--- src/rtl/and_gate_pkg.sv ---
// Shared constants and helpers for the AND-gate exercise block:
// input-combination indices and the coverage-vector width.
package and_gate_pkg;

   localparam int unsigned SEEN_W = 4;

   localparam logic [1:0] COMBO_00 = 2'd0;
   localparam logic [1:0] COMBO_01 = 2'd1;
   localparam logic [1:0] COMBO_10 = 2'd2;
   localparam logic [1:0] COMBO_11 = 2'd3;

   // Maps a {a, b} combination to the one-hot coverage bit it sets.
   function automatic logic [SEEN_W-1:0] combo_onehot(input logic [1:0] idx);
      logic [SEEN_W-1:0] hit;
      // NOTE: give the result a default before the case so no path leaves it unassigned (no latch).
      hit = '0;
      case (idx)
         COMBO_00: hit = 4'b0001;
         COMBO_01: hit = 4'b0010;
         COMBO_10: hit = 4'b0100;
         COMBO_11: hit = 4'b1000;
         default:  hit = '0;
      endcase
      return hit;
   endfunction

endpackage

--- src/rtl/and_gate_top_sat_counter.sv ---
// Saturating up-counter with synchronous reset and clear; holds at all-ones.
module sat_counter #(
   parameter int unsigned W = 8
) (
   input  logic         clk,
   input  logic         rst,
   input  logic         clr,
   input  logic         inc,
   output logic [W-1:0] count
);

   // NOTE: sequential state uses non-blocking assignments so every flop samples pre-edge values.
   always_ff @(posedge clk) begin
      if (rst) begin
         count <= '0;
      end else if (clr) begin
         count <= '0;
      end else if (inc && (count != {W{1'b1}})) begin
         count <= count + 1'b1;
      end
   end

endmodule

--- src/rtl/and_gate_top.sv ---
// Bit-wise AND with a registered copy plus observation logic: lane-0
// input-combination coverage and a saturating count of y_q changes.
module and_gate_top
   import and_gate_pkg::*;
#(
   parameter int unsigned WIDTH = 1,
   parameter int unsigned CNT_W = 8
) (
   input  logic              clk,
   input  logic              rst,
   input  logic [WIDTH-1:0]  a,
   input  logic [WIDTH-1:0]  b,
   output logic [WIDTH-1:0]  y,
   output logic [WIDTH-1:0]  y_q,
   input  logic              clr,
   output logic [SEEN_W-1:0] seen,
   output logic [CNT_W-1:0]  toggle_cnt
);

   logic toggle;

   always_comb begin
      y = a & b;
   end

   // The next y_q equals y, so a difference here is a change on this edge.
   assign toggle = (y != y_q);

   // y_q ignores clr; only the observation state is cleared by it.
   always_ff @(posedge clk) begin
      if (rst) begin
         y_q  <= '0;
         seen <= '0;
      end else begin
         y_q <= y;
         if (clr) begin
            seen <= '0;
         end else begin
            seen <= seen | combo_onehot({a[0], b[0]});
         end
      end
   end

   sat_counter #(
      .W (CNT_W)
   ) u_toggle_cnt (
      .clk   (clk),
      .rst   (rst),
      .clr   (clr),
      .inc   (toggle),
      .count (toggle_cnt)
   );

endmodule

--- config.mk ---
export PLATFORM = sky130hd
export DESIGN_NAME = and_gate_top
export DESIGN_NICKNAME = d
export VERILOG_FILES = /design/src/rtl/and_gate_pkg.sv /design/src/rtl/and_gate_top_sat_counter.sv /design/src/rtl/and_gate_top.sv
export SDC_FILE = /design/constraint.sdc
export NUM_CORES = 1
export LEC_CHECK = 0
export ABC_CLOCK_PERIOD_IN_PS = 3540
export BUFFER_PORTS_ARGS = -buffer_cell sky130_fd_sc_hd__buf_2
export CORE_MARGIN = 2
export CORE_UTILIZATION = 45
export CTS_CLUSTER_SIZE = 10
export DETAILED_ROUTE_END_ITERATION = 16
export PLACE_DENSITY = 0.81
export SLEW_MARGIN = 5
export SYNTH_ARGS = -nofsm -noshare
export SYNTH_HDL_FRONTEND = slang
export SYNTH_SLANG_ARGS = --single-unit
--- constraint.sdc ---
create_clock -name clk -period 3.54 [get_ports clk]
set_clock_uncertainty 0.05 [all_clocks]
set_input_delay 0.354 -clock clk [delete_from_list [all_inputs] [get_ports clk]]
set_output_delay 0.354 -clock clk [all_outputs]
set_load 0.05 [all_outputs]
==> results of run 1 <==
where the power goes:
group          internal, mW  switching (mW)
clock network        0.0438          0.0509
logic                0.0107          0.0236
registers             0.149         0.00166
total                 0.203          0.0761
flip-flops by register name, summed over array words and instances, names as in the netlist:
register            flops
u_toggle_cnt.count      8
y_q                     1
seen                    4
area by class of cell:
class                           instances  area (sq um)
Fill cell                             124         555.5
Multi-Input combinational cell         46         302.8
Sequential cell                        13         260.3
Timing Repair Buffer                   18         90.09
Clock buffer                            4         26.28
Tap cell                               15         18.77
Inverter                                4         15.01
cells by family (layout without fill, tap and decap cells):
family / after synthesis / in the layout
adders and majority gates: 1 / 1
AOI/OAI and AO/OA: 15 / 15
buffers and inverters: 5 / 26
and+or+nand+nor: 26 / 26
muxes: 2 / 2
DFF: 13 / 13
xor gates and xnor gates: 2 / 2
routing by layer:
metal,vias up,global-route usage [%],share of wire [%]
met5,-,0,0
met4,0,12.50,1.7
met3,4,8.333,5.1
met2,14,26.21,47
met1,233,20.00,46
li1,273,-,-
stage by stage:
step	cell area [sq um]	hold WS (ns)
2_1_floorplan	589.3	0.3764
4_1_cts	713.2	0.1911
3_3_place_gp	686.9	0.3943
3_5_place_dp	686.9	0.4024
6_report	713.2	0.1888
5_1_grt	713.2	0.1843
critical path, cell delays in order, from the launching register on:
cell,delay [ns]
dfxtp_1,0.40
ha_1,0.23
and4_1,0.26
nand2_1,0.08
nor4bb_1,0.31
nor3_1,0.08
worst paths after layout:
kind / startpoint / slack [ns] / endpoint
setup / recovery: u_toggle_cnt.count[0]$_SDFFE_PP0P_ / 2.02 / u_toggle_cnt.count[6]$_SDFFE_PP0P_
hold / removal: rst / 0.19 / y_q$_SDFF_PP0_
setup reg to reg: u_toggle_cnt.count[0]$_SDFFE_PP0P_ / 2.02 / u_toggle_cnt.count[6]$_SDFFE_PP0P_
hold reg to reg: seen[2]$_SDFF_PP0_ / 0.42 / seen[2]$_SDFF_PP0_
placed cells by master (no fill, tap or decap), types with 2 or more instances in the layout:
cell type and n:
nand2_1 3, clkbuf_4 3, buf_2 18, inv_1 4, o21ai_0 2, mux2i_1 2
dfxtp_1 13, xor2_1 2, a21oi_1 5, nor2_1 10, nand3_1 2, nor3_1 2
or3_1 2
==> impl_metrics.tcl, run 1 <==
set metrics [dict create \
    overflow 0 \
    ant_nets 0 \
    p_leak_nw 0.3287 \
    synth_warnings 0 \
    setup_slack_ns 2.022 \
    n_antenna_cell 0 \
    power.density_nw_per_um2 391.8 \
    period_minus_slack_ns 1.518 \
    worstSkewPairLatency_ns 0.28 \
    p_total_mw 0.2794 \
    rsz0062_at_grt "false" \
    synth_edf_count 0 \
    via_per_inst 5.240 \
    syn_area_sq_um 589.3 \
    antenna_found_initial 0 \
    grt_pass1_vias 400 \
    dp.cells 96 \
    die_area_sq_um 1615 \
    die_h_um 40.19 \
    routed_wl_um 1144 \
    ctsResizeCount 0 \
    drt_iter0_drc 17 \
    synth-compound-area-share_pct 19.53 \
    crit_fanout 4 \
    coreArea_sq_um 1269 \
    cts_buffer_depth 2 \
    setup_viol 0 \
    fin_crit_sh_pct 42.88 \
    synthMuxAreaShare_pct 3.397 \
    fp-row-count 13 \
    drive_gt1_share_pct 29.41 \
    root_buffer "clkbuf_4" \
    synthTopCellsByArea "dfxtp_1, nor2_1, a21oi_1, mux2i_1, o22ai_4" \
    status "complete, no violations" \
    ys_async_sr_fraction_pct 0 \
    cts_tree "built" \
    fmax_mhz 658.8 \
    drv_slew 0 \
    instances_no_fill 100 \
    cp.arrival_ns 1.64 \
    grt_util_all_layers_pct 17.76 \
    cts_sinks 13 \
    holdPathStages 2 \
    syn2layout_area_growth_pct 21.02 \
    ys.flop_type "dfxtp_1" \
    syn-num-nets 70 \
    cp-start-kind "flop" \
    max_cap_viol_count 0 \
    h-tree-depth 1 \
    start_util_pct 46.45 \
    critPathRequiredTime_ns 3.66 \
    ios 19 \
    synth_common_cells "dfxtp_1, nor2_1, a21oi_1" \
    die_w_um 40.19 \
    ir_drop_v 0.0002145 \
    crit_type "flop to flop" \
    synth_cell_types 28 \
    ys_ff_latch 13 \
    synth_top_family_by_area "simple AND/OR/NAND/NOR gates" \
    postCtsSetupBuffers 0 \
    max_slew_margin_pct 80.69 \
    path_clk_slew_ns 0.08 \
    fin_nets 92 \
    drtPass1Iterations 4 \
    postSynthAreaPerCell_sq_um 9.208 \
    seq_area_frac_synth_pct 44.16 \
    hold_viol 0 \
    cts_made_buffers 3 \
    yosysTopAreaCell "dfxtp_1" \
    hp-class "input pin to flop" \
    fin_tns_setup_ns 0 \
    end_kind "flop" \
    ctsHoldBuffers 0 \
    synthXorXnorAreaFrac_pct 2.972 \
    grt_max_degree 13 \
    rr_worst_depth 5 \
    post_drt_wl_per_cell_um 11.44 \
    synthAdderAreaFrac_pct 2.123 \
    finalWeightedCongestion 0.7915 \
    remaining_drc_errors 0 \
    utilization_pct 56.21 \
    syn_inst 64 \
    synth-simple-area-share_pct 23.35 \
    synth_top_area_share_pct 44.16 \
    yosysMostFrequentCell "dfxtp_1" \
    tightest_slew_ns 0.2857 \
    pre_cts_slack_ns 2.017 \
    num_vias 524 \
    port-buffer-count 18 \
    grt_pass1_wl_um 1759 \
    hpwl_um 855.9 \
]
(Power assumes the default switching activity.)
==> run 2: changes to the inputs <==
--- a/config.mk
+++ b/config.mk
@@ -5,13 +5,14 @@
 export SDC_FILE = /design/constraint.sdc
 export NUM_CORES = 1
 export LEC_CHECK = 0
-export ABC_CLOCK_PERIOD_IN_PS = 3540
+export ABC_AREA = 1
+export ABC_CLOCK_PERIOD_IN_PS = 1280
 export BUFFER_PORTS_ARGS = -buffer_cell sky130_fd_sc_hd__buf_2
 export CORE_MARGIN = 2
-export CORE_UTILIZATION = 45
+export CORE_UTILIZATION = 43
 export CTS_CLUSTER_SIZE = 10
 export DETAILED_ROUTE_END_ITERATION = 16
-export PLACE_DENSITY = 0.81
+export PLACE_DENSITY = 0.8
 export SLEW_MARGIN = 5
 export SYNTH_ARGS = -nofsm -noshare
 export SYNTH_HDL_FRONTEND = slang
==> constraint.sdc (replaced) <==
create_clock -name clk -period 1.28 [get_ports clk]
set_clock_uncertainty 0.05 [all_clocks]
set_input_delay 0.128 -clock clk [delete_from_list [all_inputs] [get_ports clk]]
set_output_delay 0.128 -clock clk [all_outputs]
set_load 0.05 [all_outputs]
==> impl_metrics.tcl, run 2 <==
set metrics [dict create \
    crit_type "flop to flop" \
    coreArea_sq_um 1454 \
    via_per_inst 4.830 \
    synth_common_cells "nand2_1, nor2_1, dfxtp_1, inv_1, nand3_1" \
    syn-num-nets 101 \
    cp.arrival_ns 1.31 \
    die_w_um 42.90 \
    cts_sinks 13 \
    holdPathStages 3 \
    hold_viol 0 \
    num_vias 652 \
    synth_cell_types 16 \
    port-buffer-count 18 \
    ant_nets 0 \
    end_kind "flop" \
    drv_slew 0 \
    fin_area_sq_um 838.3 \
    p_leak_nw 0.4120 \
    ys.flop_type "dfxtp_1" \
    final_common_cell "nand2_1" \
    fp-row-count 14 \
    pre_cts_slack_ns 0.04970 \
    yosysMostFrequentCell "nand2_1" \
    syn_inst 95 \
    grt_pass1_wl_um 2118 \
    die_h_um 42.90 \
    start_util_pct 44.75 \
    fin_tns_setup_ns 0 \
    yosysTopAreaCell "dfxtp_1" \
    overflow 0 \
    grt_pass1_vias 534 \
    tightest_slew_ns 0.2650 \
    power.density_nw_per_um2 922.0 \
    fin_crit_sh_pct 92.70 \
    postSynthAreaPerCell_sq_um 6.849 \
    seq_area_frac_synth_pct 40.00 \
    ys_async_sr_fraction_pct 0 \
    largest_register_ffs 8 \
    synth_warnings 0 \
    drtPass1Iterations 4 \
    hp-class "input pin to flop" \
    n_antenna_cell 0 \
    hpwl_um 986.3 \
    path_clk_slew_ns 0.08 \
    critPathRequiredTime_ns 1.41 \
    max_slew_margin_pct 82.32 \
    p_total_mw 0.7729 \
    cts_tree "built" \
    top_register "u_toggle_cnt.count" \
    utilization_pct 57.66 \
    largest_registers "u_toggle_cnt.count: 8 flops, seen: 4 flops, y_q: 1 flops" \
    max_cap_viol_count 0 \
    n_fill_cell 142 \
    setup_slack_ns 0.09339 \
    cp-start-kind "flop" \
    rr_worst_depth 7 \
    crit_fanout 7 \
    rsz0062_at_grt "false" \
    cts_buffer_depth 2 \
    synth_edf_count 0 \
    ir_drop_v 0.0008051 \
    postCtsSetupBuffers 0 \
    syn_area_sq_um 650.6 \
    dp.cells 130 \
    grt_max_degree 10 \
    antenna_found_initial 0 \
    placed_cell_area_sq_um 797.0 \
    status "complete, no violations" \
    finalWeightedCongestion 0.7360 \
    grt_util_all_layers_pct 15.61 \
    instances_no_fill 135 \
    whs_ns 0.09971 \
    post_drt_wl_per_cell_um 9.674 \
    period_minus_slack_ns 1.187 \
    fmax_mhz 842.7 \
    cts_made_buffers 3 \
    h-tree-depth 1 \
    drt_iter0_drc 11 \
    remaining_drc_errors 0 \
    layout_common_cells "nand2_1, buf_2, nor2_1" \
    die_area_sq_um 1840 \
    ys_ff_latch 13 \
    syn2layout_area_growth_pct 28.85 \
    ios 19 \
    synthTopCellsByArea "dfxtp_1, nand2_1, nand3_1, nor2_1, inv_1" \
    root_buffer "clkbuf_4" \
    worstSkewPairLatency_ns 0.28 \
    fin_nets 126 \
    setup_viol 0 \
    drive_gt1_share_pct 36.13 \
    routed_wl_um 1306 \
    synth_top_area_share_pct 40.00 \
]
run 2: cell count changes after synthesis, moves of 2 or more:
cell,change
nand2_2,+5
or3_1,-2
nand2_1,+17
nor2_1,+4
inv_1,+9
a21oi_1,+2
nand3_1,+10
nor3_1,-2
nand2_4,+2
mux2i_1,-2
run 2: logic make-up after synthesis:
| logic type | count (synthesis) | synth area share, % |
|---|---|---|
| and+or+nand+nor | 55 | 39.62 |
| AOI/OAI and AO/OA | 11 | 9.037 |
| adders and majority gates | 1 | 1.923 |
| xor gates and xnor gates | 1 | 1.346 |
| DFF | 13 | 40.00 |
| buffers and inverters | 14 | 8.077 |
run 2: path summary, 6_finish.rpt:
check / endpoint / from / slack, ns
setup / recovery: u_toggle_cnt.count[7]$_SDFFE_PP0P_ / u_toggle_cnt.count[0]$_SDFFE_PP0P_ / 0.09
hold / removal: seen[2]$_SDFF_PP0_ / a / 0.1
setup reg to reg: u_toggle_cnt.count[7]$_SDFFE_PP0P_ / u_toggle_cnt.count[0]$_SDFFE_PP0P_ / 0.09
hold reg to reg: seen[3]$_SDFF_PP0_ / seen[3]$_SDFF_PP0_ / 0.43
run 2: layout make-up:
class	instances	area, sq um	share of cell area (%)
Sequential cell	13	276.5	32.99
Clock buffer	4	26.28	3.134
Tap cell	16	20.02	2.388
Inverter	14	52.55	6.269
Multi-Input combinational cell	68	355.3	42.39
Timing Repair Buffer	20	107.6	12.84
run 2: repair_timing:
action | 4_1_cts | 5_1_grt
hold endpoints to repair | 1 | 0
hold buffers | 1 | 0
endpoints found under the setup margin | 0 | 4
resized for setup | 0 | 1
run 2: worst max-delay path, cell delays in order (launching register included):
cell and delay [ns]:
dfxtp_4 0.37, ha_4 0.16, nand3_1 0.08, inv_2 0.06
nand2_4 0.10, nand3_1 0.10, nor2_1 0.10, nor2_1 0.06
run 2: report_power, final:
| group | switching, mW | total, mW | internal [mW] |
|---|---|---|---|
| combinational | 0.0724 | 0.103 | 0.0302 |
| clock | 0.134 | 0.256 | 0.121 |
| sequential | 0.00622 | 0.415 | 0.409 |
run 2: layer usage:
layer	GRT usage [%]	share of wire [%]
met1	17.94	45
met2	25.76	46
met3	2.553	6.7
met4	11.25	2.9
met5	0	0
